`src/rtl/spi_reg_burst.sv`:
```
// SPI target giving a host burst read/write access to a register bank.
// Parametrised in word width, address width, SPI mode and address auto-increment.
module spi_reg_burst #(
    parameter int ADDR_W   = 7,
    parameter int REG_W    = 8,
    parameter int CPOL     = 0,
    parameter int CPHA     = 0,
    parameter int AUTO_INC = 1
) (
    input  logic              clk,
    input  logic              rstb,
    input  logic              ena,
    input  logic              spi_clk,
    input  logic              spi_cs_n,
    input  logic              spi_mosi,
    output logic              spi_miso,
    output logic [ADDR_W-1:0] reg_addr,
    input  logic [REG_W-1:0]  reg_data_i,
    output logic [REG_W-1:0]  reg_data_o,
    output logic              reg_wr,
    output logic              reg_rd,
    output logic              busy,
    input  logic [7:0]        status
);

    localparam int                CNT_W     = $clog2(REG_W);
    localparam logic              POL       = 1'(CPOL);
    localparam logic [CNT_W-1:0]  CMD_LAST  = CNT_W'(7);
    localparam logic [CNT_W-1:0]  WORD_LAST = CNT_W'(REG_W - 1);
    localparam logic [CNT_W-1:0]  CNT_ONE   = CNT_W'(1);
    localparam logic [ADDR_W-1:0] ADDR_STEP = ADDR_W'(AUTO_INC);

    typedef enum logic [1:0] {
        IDLE    = 2'd0,
        CMD     = 2'd1,
        WR_DATA = 2'd2,
        RD_DATA = 2'd3
    } state_t;

    state_t            state_q;
    state_t            state_d;

    logic [1:0]        sclk_sync;
    logic [1:0]        cs_sync;
    logic [1:0]        mosi_sync;
    logic              sclk_prev;
    logic              cs_prev;

    logic              sclk_n;
    logic              lead_edge;
    logic              trail_edge;
    logic              sample_edge;
    logic              change_edge;
    logic              sof;
    logic              eof;
    logic              start;

    logic [CNT_W-1:0]  bit_cnt;
    logic [CNT_W-1:0]  bit_last;
    logic [REG_W-1:0]  rx_sr;
    logic [REG_W-1:0]  tx_buf;
    logic              tx_seen;
    logic              unit_done;
    logic              wr_q;
    logic              ld_q;
    logic              cmd_rw;
    logic [ADDR_W-1:0] cmd_addr;

    // NOTE: sequential state uses non-blocking assignments so every flop
    // samples pre-edge values, independent of statement order.
    always_ff @(posedge clk or negedge rstb) begin
        if (!rstb) begin
            sclk_sync <= '0;
            cs_sync   <= '0;
            mosi_sync <= '0;
            sclk_prev <= 1'b0;
            cs_prev   <= 1'b0;
        end else if (ena) begin
            sclk_sync <= {sclk_sync[0], spi_clk};
            cs_sync   <= {cs_sync[0], spi_cs_n};
            mosi_sync <= {mosi_sync[0], spi_mosi};
            sclk_prev <= sclk_n;
            cs_prev   <= cs_sync[1];
        end
    end

    // Normalise polarity so the leading edge is always a rise of sclk_n.
    assign sclk_n      = sclk_sync[1] ^ POL;
    assign lead_edge   = sclk_n & ~sclk_prev & ~cs_sync[1];
    assign trail_edge  = ~sclk_n & sclk_prev & ~cs_sync[1];
    assign sample_edge = ((CPHA != 0) ? trail_edge : lead_edge) & (state_q != IDLE);
    assign change_edge = ((CPHA != 0) ? lead_edge : trail_edge) & (state_q != IDLE);
    assign sof         = cs_prev & ~cs_sync[1];
    assign eof         = ~cs_prev & cs_sync[1];
    assign start       = sof & (state_q == IDLE);

    assign bit_last    = (state_q == CMD) ? CMD_LAST : WORD_LAST;
    assign cmd_rw      = rx_sr[7];
    assign cmd_addr    = rx_sr[ADDR_W-1:0];

    always_ff @(posedge clk or negedge rstb) begin
        if (!rstb) begin
            state_q <= IDLE;
        end else if (ena) begin
            state_q <= state_d;
        end
    end

    // NOTE: next-state logic starts from a default so no path leaves
    // state_d unassigned, which would otherwise infer a latch.
    always_comb begin
        state_d = state_q;
        case (state_q)
            IDLE:    if (start)     state_d = CMD;
            CMD:     if (unit_done) state_d = cmd_rw ? WR_DATA : RD_DATA;
            default: ;
        endcase
        if (eof) state_d = IDLE;
    end

    always_comb begin
        busy     = (state_q != IDLE);
        reg_wr   = wr_q & ena;
        reg_rd   = ld_q & ena;
        spi_miso = tx_buf[REG_W-1];
    end

    // unit_done marks the clk after the last bit of a command byte or data word.
    always_ff @(posedge clk or negedge rstb) begin
        if (!rstb) begin
            rx_sr     <= '0;
            bit_cnt   <= '0;
            unit_done <= 1'b0;
        end else if (ena) begin
            if (sample_edge) rx_sr <= {rx_sr[REG_W-2:0], mosi_sync[1]};
            if (start) begin
                bit_cnt <= '0;
            end else if (sample_edge) begin
                bit_cnt <= (bit_cnt == bit_last) ? '0 : bit_cnt + CNT_ONE;
            end
            unit_done <= sample_edge && (bit_cnt == bit_last);
        end
    end

    always_ff @(posedge clk or negedge rstb) begin
        if (!rstb) begin
            reg_addr   <= '0;
            reg_data_o <= '0;
            wr_q       <= 1'b0;
            ld_q       <= 1'b0;
        end else if (ena) begin
            wr_q <= unit_done && (state_q == WR_DATA);
            ld_q <= unit_done && !eof
                    && (((state_q == CMD) && !cmd_rw) || (state_q == RD_DATA));
            if (unit_done && (state_q == WR_DATA)) reg_data_o <= rx_sr;
            // Address moves only after the write strobe so reg_addr is stable during it.
            if (unit_done && (state_q == CMD)) begin
                reg_addr <= cmd_addr;
            end else if (wr_q || (unit_done && (state_q == RD_DATA))) begin
                reg_addr <= reg_addr + ADDR_STEP;
            end
        end
    end

    // A fresh load keeps its MSB on the wire until the host has sampled it once.
    always_ff @(posedge clk or negedge rstb) begin
        if (!rstb) begin
            tx_buf  <= '0;
            tx_seen <= 1'b0;
        end else if (ena) begin
            if (start) begin
                tx_buf  <= REG_W'(status) << (REG_W - 8);
                tx_seen <= 1'b0;
            end else if (ld_q) begin
                tx_buf  <= reg_data_i;
                tx_seen <= 1'b0;
            end else begin
                if (change_edge && tx_seen) tx_buf <= tx_buf << 1;
                if (sample_edge) tx_seen <= 1'b1;
            end
        end
    end

endmodule

```
`config.mk`:
```
export PLATFORM = sky130hd
export DESIGN_NAME = spi_reg_burst
export DESIGN_NICKNAME = d
export VERILOG_FILES = /design/src/rtl/spi_reg_burst.sv
export SDC_FILE = /design/constraint.sdc
export NUM_CORES = 1
export LEC_CHECK = 0
export CAP_MARGIN = 25
export CORE_MARGIN = 4
export CORE_UTILIZATION = 50
export DETAILED_ROUTE_END_ITERATION = 6
export GPL_TIMING_DRIVEN = 0
export PLACE_DENSITY = 0.88
export SLEW_MARGIN = 25
export SYNTH_ARGS = -nofsm -noshare
export SYNTH_HDL_FRONTEND = slang
export SYNTH_SLANG_ARGS = --single-unit
```
`constraint.sdc`:
```
create_clock -name clk -period 2.6 [get_ports clk]
set_input_delay 0.26 -clock clk [delete_from_list [all_inputs] [get_ports clk]]
set_output_delay 0.26 -clock clk [all_outputs]
set_load 0.05 [all_outputs]
```
==> results.ini <==
[sta]
tightest_slew_ns=0.6257
finalSetupViolCount=0
fin_crit_sh=0.8755
slew_headroom=0.5784
fin_worst_skew_ns=0.006966
max_freq_mhz=439.3
final.min_clock_period_ns=2.276
hold_viol_final=0
drv_slew=0
timing.setup.tns_ns=0
rsz0062_at_grt=false
setup_ws_ns=0.3237

[yosys]
seq_area_frac_synth=0.5283
synth_top_area_frac=0.5283
yosys_warnings=0
yosysUniqueCellTypes=36
synth_edf_count=0
yosys.area.top_type=dfrtp_1
synth_nets=216
avgSynthCellArea_um2=11.90
ys.flop_type=dfrtp_1
ys_top_cells_by_area=dfrtp_1, mux2_2, o21ai_0
async_reset_ff_frac=1.000
ys_ff_latch=48
netlist_instances=191
netlist_area_mm2=0.002273

[pwr]
design_power_total_uw=2114
p_leak_uw=0.001267
power_density_mw_per_mm2=738.0
peakVddDrop_uv=365.9

[setup_path]
r2r_end=tx_buf[3]$_DFFE_PN0P_
cp-startpoint=ld_q$_DFFE_PN0P_
reg2regPathDepth=4
worstSetupEndpointType=primary output
worstSetupPathType=flip-flop to primary output
crit_arrival_ns=2.02
rrSetupSlack_ns=0.78
crit_path_max_fanout=12
critPathLaunchType=flip-flop
worstSetupEndpoint=reg_rd
cp_data_required_time_ns=2.34
reg2reg_from=state_q[0]$_DFFE_PN0P_

[global_route]
grt.total_usage=0.1745
gr-total-overflow=0
grt_pass1_wl_mm=7.507
met2_usage=0.2675
use_met1=0.2466
grt_pass1_vias=1586
grt_max_degree=32
antenna_found_initial=0
met3_usage=0.03562
grt-busiest-layer=met2

[drt]
wl_mm=4.540
drc=0
wl_per_cell_um=15.60
drt_iter0_markers=92
firstDrtPassIters=4
viasPerCell=5.595
detail-route-antenna-nets=0
via_count=1628

[placed_design]
portBuffers=39
post-place-ws_ns=0.4147
detailed_place_hpwl_mm=3.205
gp_congestion=0.9052

[final_layout]
area_growth_pct=26.03
mostFrequentLayoutCells=dfrtp_1, clkdlybuf4s50_1, mux2_2
insertedDiodeCount=0
fillCellCount=321
final_layout_size_suffix_gt1_frac=0.2176
multiInputGateArea_mm2=0.001005
final_common_cell=dfrtp_1
regArea_mm2=0.001201
nNetsFinal=263

[floorplanning]
io_pins=41
die_area_mm2=0.005690
rows=24
start_util=0.5186
core_area_mm2=0.004384
dieHeight_um=75.43
die_w_um=75.43

[clock_tree]
cts_sinks=48
cts_root_buf=clkbuf_8
clkTransAtPathRegs_ns=0.09
worstSkewPairLatency_ns=0.31
cts_made_buffers=5
ctsHtreeMaxLevel=2
cts_tree=built
cts_resized=0
cts_max_path_buffers=2

[hold_path]
min_path_type=input pin to flip-flop

[outcome]
status=completed

[flow_run]
maxCapViolCount=0

[critical path, stage by stage (launching register included)]
cell and delay, ns:
dfrtp_1 0.71, and2_1 0.21, clkdlybuf4s50_1 0.80
[how the worst min path moves through the flow]
| stage | startpoint | to | slack, ns | depth (start not counted) |
|---|---|---|---|---|
| finish | ena | mosi_sync[0]$_DFFE_PN0P_ | 0.39 | 2 |
| global route | ena | mosi_sync[0]$_DFFE_PN0P_ | 0.38 | 2 |
| detailed placement | rstb | reg_data_o[4]$_DFFE_PN0P_ | 0.21 | 1 |
| CTS | ena | mosi_sync[0]$_DFFE_PN0P_ | 0.38 | 2 |
| global placement | tx_buf[0]$_DFFE_PN0P_ | tx_buf[0]$_DFFE_PN0P_ | 0.49 | 1 |
| floorplan | rstb | bit_cnt[0]$_DFFE_PN0P_ | -0.04 | 0 |
[report_power, final]
part | internal (uW) | switching, uW
Clock | 290 | 262
Combinational | 272 | 281
Sequential | 882 | 128
Total | 1440 | 671
[final cells by class]
| cell class | instances | share of cell area |
|---|---|---|
| timing repair buffer | 41 | 0.1450 |
| clock inverter | 3 | 0.01616 |
| multi-input combinational | 129 | 0.3507 |
| inverter | 5 | 0.006550 |
| tap | 52 | 0.02271 |
| clock buffer | 5 | 0.02402 |
| buffer | 8 | 0.01572 |
| sequential | 48 | 0.4192 |
[metrics by stage]
stage | hold slack [ns] | cells | util | instance area (um^2)
floorplan | -0.03559 | 191 | - | 2273
global placement | 0.4870 | 282 | 0.6224 | 2729
detailed placement | 0.2086 | 283 | 0.6259 | 2744
CTS | 0.3796 | 292 | 0.6544 | 2869
global route | 0.3794 | 291 | 0.6535 | 2865
finish | 0.3901 | 291 | 0.6535 | 2865
[cells by family after synthesis]
| group | share of synthesized area |
|---|---|
| AOI/OAI and AO/OA | 0.1161 |
| adders and majority gates | 0.01651 |
| muxes | 0.1888 |
| and+or+nand+nor | 0.1205 |
| DFF | 0.5283 |
| buffers and inverters | 0.02972 |
[synth_stat cells, drive strengths merged (2+ instances only)]
library cell and number:
nor4 2, mux2 31, nand2b 2, a22o 4
buf 7, nand2 17, nand3 5, ha 3
and2 2, a2bb2oi 4, and3b 2, mux2i 8
a21oi 6, inv 5, nor2 9, o21ai 17
o31ai 3, o22ai 3, clkbuf 2, and3 2
dfrtp 48
[per-layer routing]
layer | wire length [um] | vias to the layer above | share of wire
li1 | - | 784 | -
met1 | 2066 | 807 | 0.46
met2 | 2236 | 30 | 0.49
met3 | 162 | 7 | 0.036
met4 | 74 | 0 | 0.016
met5 | 0 | - | 0
[flip-flops by register name, summed over array words and instances (netlist names)]
signal	cells
bit_cnt	3
cs_prev	1
cs_sync	2
ld_q	1
mosi_sync	2
reg_addr	7
reg_data_o	8
rx_sr	8
sclk_prev	1
sclk_sync	2
state_q	2
tx_buf	8
tx_seen	1
unit_done	1
wr_q	1
[repair_timing]
item                                    4_1_cts  5_1_grt
endpoints found under the hold margin        17        0
endpoints found under the setup margin        0        1
hold buffers                                  1        0
buffers inserted                              0        0
Power figures use the tool's default switching activity.
